### src/rtl/char_motion.sv
// Tick-paced player mover: horizontal walk, jump/fall state machine, map-flag collision.
// Optional air jump is built when CHAR_AIR_JUMP_EN is defined.
module char_motion #(
   parameter int unsigned CLK_DIV = 99999,
   parameter int unsigned XW      = 10,
   parameter int unsigned YW      = 10,
   parameter int unsigned X_INIT  = 16,
   parameter int unsigned Y_INIT  = 300,
   parameter int unsigned X_MAX   = 960,
   parameter int unsigned Y_FLOOR = 400,
   parameter int unsigned JUMP_H  = 48
) (
   input  logic          sys_clk,
   input  logic          rst_n,
   input  logic [3:0]    mov,
   input  logic          solid_l,
   input  logic          solid_r,
   input  logic          solid_up,
   input  logic          solid_dn,
   output logic [XW-1:0] char_X,
   output logic [YW-1:0] char_Y,
   output logic [1:0]    state,
   output logic          on_ground,
   output logic          tick
);

   localparam int unsigned DW = (CLK_DIV > 0) ? $clog2(CLK_DIV + 1) : 1;
   localparam int unsigned JW = (JUMP_H > 0) ? $clog2(JUMP_H + 1) : 1;

   localparam logic [DW-1:0] DIV_LAST = DW'(CLK_DIV);
   localparam logic [XW-1:0] X_RST    = XW'(X_INIT);
   localparam logic [XW-1:0] X_LAST   = XW'(X_MAX);
   localparam logic [YW-1:0] Y_RST    = YW'(Y_INIT);
   localparam logic [YW-1:0] Y_LAST   = YW'(Y_FLOOR);
   localparam logic [JW-1:0] J_LAST   = JW'(JUMP_H);
   localparam logic [JW-1:0] J_ONE    = JW'(1);

   typedef enum logic [1:0] {
      ST_IDLE    = 2'd0,
      ST_FALLING = 2'd1,
      ST_JUMPING = 2'd2
   } motion_e;

   logic [DW-1:0] div_q, div_d;
   logic          tick_q, tick_d;
   logic [XW-1:0] x_q, x_d;
   logic [YW-1:0] y_q, y_d;
   motion_e       st_q, st_d;
   logic [JW-1:0] jcnt_q, jcnt_d;
   logic          on_ground_q, on_ground_d;

   logic go_left, go_right, up_ok, fall_ok, air_fire;

   // The down key is reserved; keep it visibly consumed.
   logic unused_mov_dn;
   assign unused_mov_dn = mov[2];

   // tick_q mirrors "divider at its last count", so it doubles as the step enable.
   always_comb begin
      div_d  = (div_q == DIV_LAST) ? '0 : div_q + 1'b1;
      tick_d = (div_d == DIV_LAST);
   end

   assign go_left  = mov[1] & ~mov[0] & (x_q != '0) & ~solid_l;
   assign go_right = mov[0] & ~mov[1] & (x_q < X_LAST) & ~solid_r;
   assign up_ok    = ~solid_up & (y_q != '0);
   assign fall_ok  = ~solid_dn & (y_q < Y_LAST);

`ifdef CHAR_AIR_JUMP_EN
   logic air_q, air_d;
   logic up_prev_q, up_prev_d;

   assign air_fire = tick_q & (st_q != ST_IDLE) & mov[3] & ~up_prev_q & air_q & up_ok;
`else
   assign air_fire = 1'b0;
`endif

   always_comb begin
      // NOTE: every target gets a hold value first so no path can infer a latch.
      x_d    = x_q;
      y_d    = y_q;
      st_d   = st_q;
      jcnt_d = jcnt_q;
`ifdef CHAR_AIR_JUMP_EN
      air_d     = air_q;
      up_prev_d = up_prev_q;
`endif
      if (tick_q) begin
         if (go_left) begin
            x_d = x_q - 1'b1;
         end else if (go_right) begin
            x_d = x_q + 1'b1;
         end
`ifdef CHAR_AIR_JUMP_EN
         up_prev_d = mov[3];
`endif
         if (air_fire) begin
            st_d   = ST_JUMPING;
            y_d    = y_q - 1'b1;
            jcnt_d = J_ONE;
`ifdef CHAR_AIR_JUMP_EN
            air_d  = 1'b0;
`endif
         end else begin
            unique case (st_q)
               ST_IDLE: begin
                  if (mov[3] & up_ok) begin
                     st_d   = ST_JUMPING;
                     y_d    = y_q - 1'b1;
                     jcnt_d = J_ONE;
                  end else if (fall_ok) begin
                     st_d = ST_FALLING;
                     y_d  = y_q + 1'b1;
                  end
               end
               ST_JUMPING: begin
                  // Peak reached or jump cut short: hang for one tick, then fall.
                  if (~mov[3] | ~up_ok | (jcnt_q == J_LAST)) begin
                     st_d = ST_FALLING;
                  end else begin
                     y_d    = y_q - 1'b1;
                     jcnt_d = jcnt_q + 1'b1;
                  end
               end
               ST_FALLING: begin
                  if (solid_dn | (y_q >= Y_LAST)) begin
                     st_d   = ST_IDLE;
                     jcnt_d = '0;
`ifdef CHAR_AIR_JUMP_EN
                     air_d  = 1'b1;
`endif
                  end else begin
                     y_d = y_q + 1'b1;
                  end
               end
               default: st_d = ST_FALLING;
            endcase
         end
      end
      on_ground_d = (st_d == ST_IDLE);
   end

   // NOTE: state registers use non-blocking assignments so all flops update together.
   always_ff @(posedge sys_clk) begin
      if (!rst_n) begin
         div_q       <= '0;
         tick_q      <= 1'b0;
         x_q         <= X_RST;
         y_q         <= Y_RST;
         st_q        <= ST_IDLE;
         jcnt_q      <= '0;
         on_ground_q <= 1'b1;
`ifdef CHAR_AIR_JUMP_EN
         air_q       <= 1'b1;
         up_prev_q   <= 1'b0;
`endif
      end else begin
         div_q       <= div_d;
         tick_q      <= tick_d;
         x_q         <= x_d;
         y_q         <= y_d;
         st_q        <= st_d;
         jcnt_q      <= jcnt_d;
         on_ground_q <= on_ground_d;
`ifdef CHAR_AIR_JUMP_EN
         air_q       <= air_d;
         up_prev_q   <= up_prev_d;
`endif
      end
   end

   assign char_X    = x_q;
   assign char_Y    = y_q;
   assign state     = st_q;
   assign on_ground = on_ground_q;
   assign tick      = tick_q;

endmodule

### config.mk
export PLATFORM = sky130hd
export DESIGN_NAME = char_motion
export DESIGN_NICKNAME = d
export VERILOG_FILES = /design/src/rtl/char_motion.sv
export SDC_FILE = /design/constraint.sdc
export NUM_CORES = 1
export LEC_CHECK = 0
export ABC_AREA = 1
export CORE_MARGIN = 2
export CORE_UTILIZATION = 52
export DETAILED_ROUTE_END_ITERATION = 10
export PLACE_DENSITY_LB_ADDON = 0.25
export SYNTH_ARGS = -nofsm -noshare
export SYNTH_HDL_FRONTEND = slang
export SYNTH_SLANG_ARGS = --single-unit
### constraint.sdc
create_clock -name sys_clk -period 2.5 [get_ports sys_clk]
set_input_delay 0.25 -clock sys_clk [delete_from_list [all_inputs] [get_ports sys_clk]]
set_output_delay 0.25 -clock sys_clk [all_outputs]
set_load 0.005 [all_outputs]
==> summary.md, run 1 <==
| Metric | Value |
|---|---|
| Status | finished clean |
| Vias/cell | 5.31 |
| Netlist cell types | 35 |
| Final setup viols | 0 |
| First-pass GRT wire length | 13100 µm |
| CTS Root Cell | clkbuf_8 |
| Hold Vio Cnt, Final | 0 |
| Yosys top cell by area | dfxtp_1 |
| Setup WS pre-CTS | 0.00259 ns |
| Total wire length | 7620 µm |
| Site Rows | 29 |
| CTS tree | done |
| Avg Inst Size Synth | 6.55 µm² |
| Largest net degree at the start of global routing | 23 |
| Final Max Slew Viols | 0 |
| HPWL Detailed | 5780 µm |
| Top-level I/O count | 34 |
| #FFs+latches synth | 47 |
| GRT Util Overall | 22.1% |
| Vias in the first global route | 2994 |
| Clk buf depth | 2 |
| Final core utilization | 61.6% |
| VDD IR max | 0.298 mV |
| ANT cells | 0 |
| Clock sink count | 47 |
| Core area | 6240 µm² |
| Worst Setup End Kind | flop |
| Initial antenna violation count | 0 |
| Via Count | 3279 |
| Area grow syn2layout | 16.6% |
| Total grt overflow | 0 |
| Fmax | 451 MHz |
| Power density over cell area | 399 nW/µm² |
| Crit path DAT | 2.47 ns |
| H-tree depth | 2 |
| Placed cells | 609 |
| Die span in y | 83.7 µm |
| Final period util | 88.6% |
| Clock transition at the registers of the reported paths | 0.10 ns |
| Syn_nets | 533 |
| Setup TNS | 0 ns |
| Layout cell share with drive strength beyond 1 | 8.52% |
| Pleak | 1.67 nW |
| Maxcap violations | 0 |
| Net count, final | 568 |
| Worst-Margin Slew | 0.515 ns |
| Unrepaired setup endpoints after global routing | no |
| Synth top area cells | dfxtp_1 (29%), nand2_1 (11%), nor2_1 (10%) |
| Post-Syn Instances | 504 |
| Initial Utilization | 52.9% |
| Remaining antenna violation count | 0 |
| Data required, critical path | 2.76 ns |
| Clock latency on the worst-skew pair | 0.31 ns |
| Drt first pass iters | 5 |
| Clk_skew | 0.00698 ns |
| Post-CTS Setup Bufs | 0 |
| Remaining DRCs | 0 |
| Wire per inst | 12.3 µm |
| Share of the synthesized area in the top cell type | 28.5% |
| Design Area, Final | 3850 µm² |
| Area after DPL | 3690 µm² |
| Critical path peak fanout | 5 |
| Die area | 7000 µm² |
| Warnings, synthesis | 0 |
| Worst Setup Slack, final | 0.284 ns |
| Routability cong. | 0.917 |
| Commonest non-fill, non-tap cells in the layout | nand2_1 (101), nor2_1 (90), inv_1 (52) |
| Fin cells | 617 |
| Initial drt markers | 231 |
| Startpoint types | flop |
| Sequential share of the synthesized area | 28.5% |
| Worst setup path category | flop to flop |
| Num CTS Buffers | 5 |
| Worst hold path type | flop to flop |
| Commonest non-fill, non-tap cell in the layout | nand2_1 |
| IO buf count | 32 |
| Slew HR | 65.5% |
| Final critical-path required period | 2.22 ns |
| Synthesized area | 3300 µm² |
| Die Wd | 83.7 µm |
## registers in the layout (all words and copies together), names as in the netlist
signal and count:
jcnt_q 6, char_Y 10, char_X 10, div_q 17, tick 1, on_ground 1
state 2
## repair_timing
item	in CTS	in global routing
hold buffers	0	0
resized for setup	0	5
endpoints found under the setup margin	0	1
## layout make-up
type                            instances  area (µm²)
Inverter                               62         233
Timing Repair Buffer                   40         380
Fill cell                             587        2390
Sequential cell                        47         943
Clock inverter                          3        71.3
Clock buffer                            5        68.8
Multi-Input combinational cell        383        2050
Tap cell                               77        96.3
## synthesized netlist by cell type (all sizes together)
cell type and count:
a21o 3, a21oi 26, a31oi 2, and3 2, buf 9, clkbuf 3, clkinv 1, dfxtp 47
fa 1, ha 18, inv 61, nand2 106, nand3 39, nand4 19, nor2 96, nor3 7
nor3b 1, nor4 4, o211ai 1, o21ai 28, o21bai 1, o22ai 2, o31ai 1, or2 1
xnor2 6, xor2 19
## stage by stage
step	total power, mW	hold slack, ns
after floorplan	0.825	0.388
after global placement	0.856	0.471
after detailed placement	0.858	0.487
after CTS	1.54	0.500
after global routing	1.58	0.511
final	1.53	0.498
## path summary, 6_finish.rpt
check        startpoint         to  slack [ns]  cells after the start
max           char_X[3]  char_X[9]        0.28                     14
min           jcnt_q[3]  jcnt_q[3]        0.50                      2
max reg2reg   char_X[3]  char_X[9]        0.28                     14
min reg2reg   jcnt_q[3]  jcnt_q[3]        0.50                      2
## cell families after synthesis
| group | share of synthesized area, % |
|---|---|
| AND/OR/NAND/NOR | 37.5 |
| buffers and inverters | 9.52 |
| adder cells (fa/ha/maj) | 7.43 |
| AO/OA/AOI/OAI | 10.4 |
| XOR/XNOR | 6.64 |
| flip-flops | 28.5 |
## where the power goes
part | total [mW] | leakage, nW | internal (mW) | switching [mW]
sequential | 0.755 | 0.380 | 0.752 | 0.00324
clock | 0.693 | 0.0703 | 0.406 | 0.287
combinational | 0.0867 | 1.22 | 0.0368 | 0.0498
## metal layers
| layer | global-route usage [%] | up-vias | part of all wire (%) | routed length (µm) |
|---|---|---|---|---|
| met3 | 3.36 | 9 | 4.2 | 317 |
| met1 | 30.1 | 1481 | 48 | 3670 |
| met5 | 0 | - | 0 | 0 |
| met4 | 5.43 | 0 | 1.1 | 85 |
| li1 | - | 1702 | - | - |
| met2 | 36.7 | 87 | 47 | 3550 |
## worst max-delay path, stage by stage, from the launching register on
cell	delay, ns
dfxtp_1	0.36
nor2_1	0.12
nand4_1	0.13
o21bai_2	0.20
inv_2	0.08
buf_4	0.16
ha_1	0.34
a21o_1	0.19
a31oi_2	0.17
nand2_1	0.07
nand2_1	0.05
nand3_1	0.09
nand2_1	0.08
nand2_1	0.04
nor2_1	0.08
Note: power is estimated with default switching activity, not from simulation.
==> run 2, diff against run 1 <==
--- a/config.mk
+++ b/config.mk
@@ -8,8 +8,10 @@
 export ABC_AREA = 1
 export CORE_MARGIN = 2
 export CORE_UTILIZATION = 52
+export CTS_CLUSTER_DIAMETER = 100
 export DETAILED_ROUTE_END_ITERATION = 10
-export PLACE_DENSITY_LB_ADDON = 0.25
+export GPL_TIMING_DRIVEN = 0
+export PLACE_DENSITY = 0.85
 export SYNTH_ARGS = -nofsm -noshare
 export SYNTH_HDL_FRONTEND = slang
 export SYNTH_SLANG_ARGS = --single-unit
==> run 2 against run 1 <==
  * Register-to-register slack worse by 0.07 ns
  * Critical path depth up 1
  * Die area did not move
  * Sequential power hardly changed
  * Hold slack worse by 0.010 ns
  * Sequential cell count did not move
  * Clock skew rose by 0.0060 ns
  * Combinational power shrank 3.1%
  * First-iteration DRC count down 14%
==> summary.md, run 2 (synthesis gave the netlist of run 1 again) <==
| Metric | Value |
|---|---|
| Top-level I/O count | 34 (unchanged) |
| ANT cells | 0 (unchanged) |
| Fill cell count | 586 (was 587) |
| Initial Utilization | 52.9% (unchanged) |
| Unrepaired setup endpoints after global routing | no (unchanged) |
| Initial drt markers | 199 (was 231) |
| Clk_skew | 0.0129 ns (was 0.00698 ns) |
| Area grow syn2layout | 15.9% (was 16.6%) |
| Startpoint types | flop (unchanged) |
| Biggest register | div_q (unchanged) |
| Remaining DRCs | 0 (unchanged) |
| Wire per inst | 12.4 µm (was 12.3 µm) |
| Vias in the first global route | 3098 (was 2994) |
| Final Max Slew Viols | 0 (unchanged) |
| Multi-input gate area | 2050 µm² (about the same) |
| IO buf count | 32 (unchanged) |
| Total wire length | 7710 µm (was 7620 µm) |
| Commonest non-fill, non-tap cell in the layout | nand2_1 (unchanged) |
| First-pass GRT wire length | 13400 µm (was 13100 µm) |
| Remaining antenna violation count | 0 (unchanged) |
| Clk buf depth | 2 (unchanged) |
| Layout cell share with drive strength beyond 1 | 8.62% (was 8.52%) |
| Fmax | 437 MHz (was 451 MHz) |
| Final setup viols | 0 (unchanged) |
| Crit path DAT | 2.54 ns (was 2.47 ns) |
| Largest register FFs | 17 (unchanged) |
| Routability cong. | 0.937 (was 0.917) |
| CTS tree | done (unchanged) |
| Register area | 942 µm² (was 943 µm²) |
| Die span in y | 83.7 µm (unchanged) |
| Clock latency on the worst-skew pair | 0.31 ns (about the same) |
| Crit path top cell by count | nand2_1 (unchanged) |
| Worst-Margin Slew | 0.531 ns (was 0.515 ns) |
| Final period util | 91.6% (was 88.6%) |
| Die area | 7000 µm² (unchanged) |
| Critical path buffers and inverters | 1 (was 2) |
| CP Cell Sequence | nor2_1, nand4_1, o21bai_2, inv_2, ha_2, a21o_1, nand2_1, nand3_1, nand2_1, nand2_1, nand2_1, nand3_1, nand2_1, nand2_1, nor2_1 (was nor2_1, nand4_1, o21bai_2, inv_2, buf_4, ha_1, a21o_1, a31oi_2, nand2_1, nand2_1, nand3_1, nand2_1, nand2_1, nor2_1) |
| Num CTS Buffers | 5 (unchanged) |
| CTS Root Cell | clkbuf_8 (unchanged) |
| Clock sink count | 47 (unchanged) |
| Largest net degree at the start of global routing | 17 (was 23) |
| Worst setup path category | flop to flop (unchanged) |
| Data required, critical path | 2.75 ns (was 2.76 ns) |
| Vias/cell | 5.32 (was 5.31) |
| Total grt overflow | 0 (unchanged) |
| Commonest non-fill, non-tap cells in the layout | nand2_1 (101), nor2_1 (90), inv_1 (52) (unchanged) |
| Core area | 6240 µm² (unchanged) |
| Max stage delay cell, worst path | dfxtp_1 (unchanged) |
| Via Count | 3307 (was 3279) |
| VDD IR max | 0.238 mV (was 0.298 mV) |
| Net count, final | 573 (was 568) |
| Max incr delay on CP | 0.37 ns (was 0.36 ns) |
| Maxcap violations | 0 (unchanged) |
| Die Wd | 83.7 µm (unchanged) |
| Min Hold Slack | 0.488 ns (was 0.498 ns) |
| Power density over cell area | 344 nW/µm² (was 399 nW/µm²) |
| GRT Util Overall | 22.3% (was 22.1%) |
| Worst hold path type | flop to flop (unchanged) |
| H-tree depth | 2 (unchanged) |
| Clock transition at the registers of the reported paths | 0.09 ns (was 0.10 ns) |
| Status | finished clean (unchanged) |
| Reg2Reg Setup Slack | 0.21 ns (was 0.28 ns) |
| HPWL Detailed | 5820 µm (was 5780 µm) |
| Final critical-path required period | 2.29 ns (was 2.22 ns) |
| Critical path peak fanout | 10 (was 5) |
| Hold Vio Cnt, Final | 0 (unchanged) |
| Worst Setup End Kind | flop (unchanged) |
| Initial antenna violation count | 0 (unchanged) |
| Top delay family on crit path | simple AND/OR/NAND/NOR gates (unchanged) |
| Setup TNS | 0 ns (unchanged) |
| Drt first pass iters | 4 (was 5) |
| Slew HR | 64.6% (was 65.5%) |
| Site Rows | 29 (unchanged) |
| Pleak | 1.66 nW (was 1.67 nW) |
run 2: changes by cell type in the layout (fill, tap and decap cells not counted), moves of 2 or more:
cell / change
clkinv_4: +2
bufinv_16: -2
buf_4: -7
buf_6: +4
clkbuf_1: +3
buf_2: +5
run 2: final cells by class:
class | count | share of cell area, %
inverters | 62 | 6.08
repair buffers | 33 | 8.57
clock inverters | 3 | 0.654
plain buffers | 12 | 2.13
clock buffers | 5 | 1.80
multi-input cells | 383 | 53.6
flip-flops and latches | 47 | 24.6
well taps | 77 | 2.52
run 2: worst paths after layout:
path	from	to	cells after the start
setup / recovery	char_X[1]	char_X[9]	15
hold / removal	jcnt_q[3]	jcnt_q[3]	2
setup reg to reg	char_X[1]	char_X[9]	15
hold reg to reg	jcnt_q[3]	jcnt_q[3]	2
run 2: per-stage QoR:
step / utilization (%) / power (mW) / area, µm² / setup WS [ns] / cells
2_1_floorplan: - / 0.825 / 3300 / 0.332 / 504
3_3_place_gp: 59.5 / 0.853 / 3720 / -0.125 / 613
3_5_place_dp: 59.5 / 0.855 / 3720 / -0.223 / 613
4_1_cts: 61.0 / 1.32 / 3810 / 0.0216 / 621
5_1_grt: 61.3 / 1.36 / 3820 / 0.00251 / 622
6_report: 61.3 / 1.32 / 3820 / 0.210 / 622
run 2: worst register-to-register path, delay by kind of cell, from the launching register on:
kind / cells / cell delay (ns)
AO/OA/AOI/OAI: 2 / 0.40
adder cells (fa/ha/maj): 1 / 0.33
buffers and inverters: 1 / 0.13
flip-flops: 1 / 0.37
AND/OR/NAND/NOR: 11 / 1.02
run 2: power by group:
part | internal (mW) | switching (mW) | total, mW
clock | 0.200 | 0.276 | 0.476
sequential | 0.752 | 0.00328 | 0.755
combinational | 0.0341 | 0.0499 | 0.0840
run 2: metal layers:
layer  GRT usage [%]  share of wire [%]
met1            28.9                 46
met2            38.1                 48
met3            3.26                4.7
met4            6.89                1.5
met5               0                  0
run 2: repair_timing:
action / 4_1_cts / 5_1_grt
pin swaps: 0 / 1
endpoints found under the setup margin: 1 / 3
gates resized for setup: 1 / 3
endpoints found under the hold margin: 0 / 0
hold buffers: 0 / 0
setup buffers: 0 / 1
==> run 3, diff against run 2 <==
--- a/config.mk
+++ b/config.mk
@@ -5,13 +5,12 @@
 export SDC_FILE = /design/constraint.sdc
 export NUM_CORES = 1
 export LEC_CHECK = 0
-export ABC_AREA = 1
 export CORE_MARGIN = 2
 export CORE_UTILIZATION = 52
 export CTS_CLUSTER_DIAMETER = 100
 export DETAILED_ROUTE_END_ITERATION = 10
 export GPL_TIMING_DRIVEN = 0
-export PLACE_DENSITY = 0.85
+export PLACE_DENSITY = 0.86
 export SYNTH_ARGS = -nofsm -noshare
 export SYNTH_HDL_FRONTEND = slang
 export SYNTH_SLANG_ARGS = --single-unit
==> run 3 against run 2 <==
  * Sequential cell count is the same
  * Non-clock buffer count grew 44
  * Clock power grew 8.0%
  * Critical endpoint is now char_X[8]
  * The flow now finishes with violations (setup timing)
  * Register-to-register slack lost 0.49 ns
==> summary.md, run 3 <==
| Metric | Value |
|---|---|
| Status | complete, but fails checks (was finished clean) |
| Violated checks | setup timing |
| Post-Syn Instances | 377 (was 504) |
| Max incr delay on CP | 0.39 ns (was 0.37 ns) |
| Synth Area in Simple Gates | 25.6% (was 37.5%) |
| Yosys top cell by area | dfxtp_1 (unchanged) |
| Crit path top cell by count | buf_6 (was nand2_1) |
| GRT Util Overall | 24.0% (was 22.3%) |
| Pwr Total | 1.40 mW (was 1.32 mW) |
| Largest net degree at the start of global routing | 14 (was 17) |
| Syn_nets | 406 (was 533) |
| CP Cell Sequence | nor4_4, a31oi_4, buf_6, buf_6, ha_4, a21oi_2, o21bai_1, a2111oi_2, nor3_1, mux2i_1, nand2_1 (was nor2_1, nand4_1, o21bai_2, inv_2, ha_2, a21o_1, nand2_1, nand3_1, nand2_1, nand2_1, nand2_1, nand3_1, nand2_1, nand2_1, nor2_1) |
| Initial antenna violation count | 0 (unchanged) |
| Worst-Margin Slew | 0.878 ns (was 0.531 ns) |
| Net count, final | 486 (was 573) |
| Layout cell share with drive strength beyond 1 | 23.1% (was 8.62%) |
| Ys flop type | dfxtp_1 (unchanged) |
| Largest family of logic cells by synthesized area | simple AND/OR/NAND/NOR gates (unchanged) |
| Core area | 5570 µm² (was 6240 µm²) |
| Warnings, synthesis | 0 (unchanged) |
| FF-to-FF path depth | 11 (was 15) |
| Clock transition at the registers of the reported paths | 0.09 ns (about the same) |
| Clk buf depth | 2 (unchanged) |
| Clock latency on the worst-skew pair | 0.30 ns (was 0.31 ns) |
| Clock sink count | 47 (unchanged) |
| Critical path buffers and inverters | 2 (was 1) |
| Die area | 6470 µm² (was 7000 µm²) |
| Initial Utilization | 54.5% (was 52.9%) |
| Synth Area in Compound Gates | 20.6% (was 10.4%) |
| Sequential share of the synthesized area | 30.9% (was 28.5%) |
| Share of the synthesized area in the top cell type | 30.9% (was 28.5%) |
| Total wire length | 9640 µm (was 7710 µm) |
| Synth cell count leaders | nor2_1 (50), dfxtp_1 (47), nand2_1 (28) (was nand2_1 (101), nor2_1 (90), inv_1 (53)) |
| Area grow syn2layout | 37.5% (was 15.9%) |
| Final period util | 111% (was 91.6%) |
| Hold Vio Cnt, Final | 0 (unchanged) |
| Commonest non-fill, non-tap cells in the layout | nor2_1 (50), dfxtp_1 (39), clkdlybuf4s50_1 (32) (was nand2_1 (101), nor2_1 (90), inv_1 (52)) |
| Post-synth EDFFs | 0 (unchanged) |
| Final Max Slew Viols | 0 (unchanged) |
| Top delay family on crit path | simple AND/OR/NAND/NOR gates (unchanged) |
| Biggest register | div_q (unchanged) |
| Vias in the first global route | 2819 (was 3098) |
| Drt first pass iters | 5 (was 4) |
| Area after DPL | 3510 µm² (was 3720 µm²) |
| Site Rows | 27 (was 29) |
| Count leader, synth | nor2_1 (was nand2_1) |
| H-tree depth | 2 (unchanged) |
| Largest register FFs | 17 (unchanged) |
| Wire per inst | 18.2 µm (was 12.4 µm) |
| Num CTS Buffers | 5 (unchanged) |
| Via Count | 3333 (was 3307) |
| Top-level I/O count | 34 (unchanged) |
| Critical path peak fanout | 5 (was 10) |
| Power density over cell area | 336 nW/µm² (was 344 nW/µm²) |
| Data required, critical path | 2.69 ns (was 2.75 ns) |
| CTS Root Cell | clkbuf_8 (unchanged) |
| Crit path DAT | 2.96 ns (was 2.54 ns) |
| Slew HR | 40.7% (was 64.6%) |
| Worst setup path category | flop to flop (unchanged) |
| Die span in y | 80.5 µm (was 83.7 µm) |
| Initial drt markers | 300 (was 199) |
| Synth top area cells | dfxtp_1 (31%), ha_1 (7.4%), nor2_1 (6.2%) (was dfxtp_1 (29%), nand2_1 (11%), nor2_1 (10%)) |
| Remaining DRCs | 0 (unchanged) |
| Routability cong. | 0.867 (was 0.937) |
| Synthesized area | 3040 µm² (was 3300 µm²) |
| Worst Setup Slack, final | -0.275 ns (was 0.210 ns) |
| Max stage delay cell, worst path | dfxtp_1 (unchanged) |
| Commonest non-fill, non-tap cell in the layout | nor2_1 (was nand2_1) |
| Startpoint types | flop (unchanged) |
| Final critical-path required period | 2.77 ns (was 2.29 ns) |
| Vias/cell | 6.29 (was 5.32) |
| Final core utilization | 75.0% (was 61.3%) |
| Total grt overflow | 0 (unchanged) |
| CTS tree | done (unchanged) |
| HPWL Detailed | 5020 µm (was 5820 µm) |
| Unrepaired setup endpoints after global routing | yes (was no) |
| Hold Path Stages | 1 (was 2) |
| Maxcap violations | 0 (unchanged) |
| Setup TNS | -0.804 ns (was 0 ns) |
| Worst Setup End Kind | flop (unchanged) |
| Portion of netlist area occupied by mux cells | 3.95% (was 0%) |
| Design Area, Final | 4180 µm² (was 3820 µm²) |
| IO buf count | 32 (unchanged) |
| Adder-Cell Fraction of Synth Area | 8.07% (was 7.43%) |
| Crit. path cell count | 11 (was 15) |
| Remaining antenna violation count | 0 (unchanged) |
| Worst hold path type | flop to flop (unchanged) |
| #FFs+latches synth | 47 (unchanged) |
| Netlist cell types | 59 (was 35) |
| First-pass GRT wire length | 12400 µm (was 13400 µm) |
| Xor/xnor share of the synthesized area | 6.91% (was 6.64%) |
| VDD IR max | 0.408 mV (was 0.238 mV) |
| Die Wd | 80.5 µm (was 83.7 µm) |
| Pleak | 1.60 nW (was 1.66 nW) |
| Final setup viols | 7 (was 0) |
| Asr flop ratio synth | 0% (unchanged) |
| Clk_skew | 0.0138 ns (was 0.0129 ns) |
| ANT cells | 0 (unchanged) |
| Avg Inst Size Synth | 8.06 µm² (was 6.55 µm²) |
| Fmax | 360 MHz (was 437 MHz) |
==> run 3: repair_timing <==
| item | in CTS | in global routing |
|---|---|---|
| pin swaps | 14 | 24 |
| resized for setup | 24 | 45 |
| setup buffers | 16 | 26 |
| endpoints found under the setup margin | 19 | 22 |
| cloned | 0 | 1 |
| hold buffers | 0 | 0 |
==> run 3: per-layer routing <==
metal	wire length [µm]	share of wire, %	track usage, %
met5	0	0	0
met4	370	3.8	9.83
met3	718	7.4	3.60
met2	4900	51	42.0
met1	3660	38	29.2
==> run 3: final timing paths <==
check	start	to	slack (ns)
setup / recovery	char_X[7]	char_X[8]	-0.27
hold / removal	div_q[0]	div_q[0]	0.48
setup reg to reg	char_X[7]	char_X[8]	-0.27
hold reg to reg	div_q[0]	div_q[0]	0.48
==> run 3: cell families (layout without fill, tap and decap cells) <==
family / after synthesis / count (layout)
buffers and inverters: 29 / 110
flip-flops: 47 / 47
XOR/XNOR: 24 / 24
multiplexers: 10 / 10
AND/OR/NAND/NOR: 155 / 155
adder cells (fa/ha/maj): 19 / 19
AO/OA/AOI/OAI: 93 / 93
==> run 3: cell type report <==
| cell class | instances | area [µm²] |
|---|---|---|
| Multi-Input combinational cell | 301 | 2210 |
| Fill cell | 361 | 1390 |
| Sequential cell | 47 | 966 |
| Timing Repair Buffer | 74 | 683 |
| Clock buffer | 8 | 100 |
| Tap cell | 72 | 90.1 |
| Buffer | 15 | 80.1 |
| Inverter | 13 | 51.3 |
==> run 3: power by group <==
| group | internal, mW | switching (mW) |
|---|---|---|
| clock network | 0.253 | 0.261 |
| registers | 0.745 | 0.00390 |
| logic | 0.0664 | 0.0736 |
==> run 3: per-stage QoR <==
step	hold slack, ns	cells	setup WS [ns]
after floorplan	0.405	377	0.00500
after detailed placement	0.460	481	-0.515
final	0.476	530	-0.275
after global placement	0.447	481	-0.444
after CTS	0.481	504	-0.0321
after global routing	0.511	530	-0.368
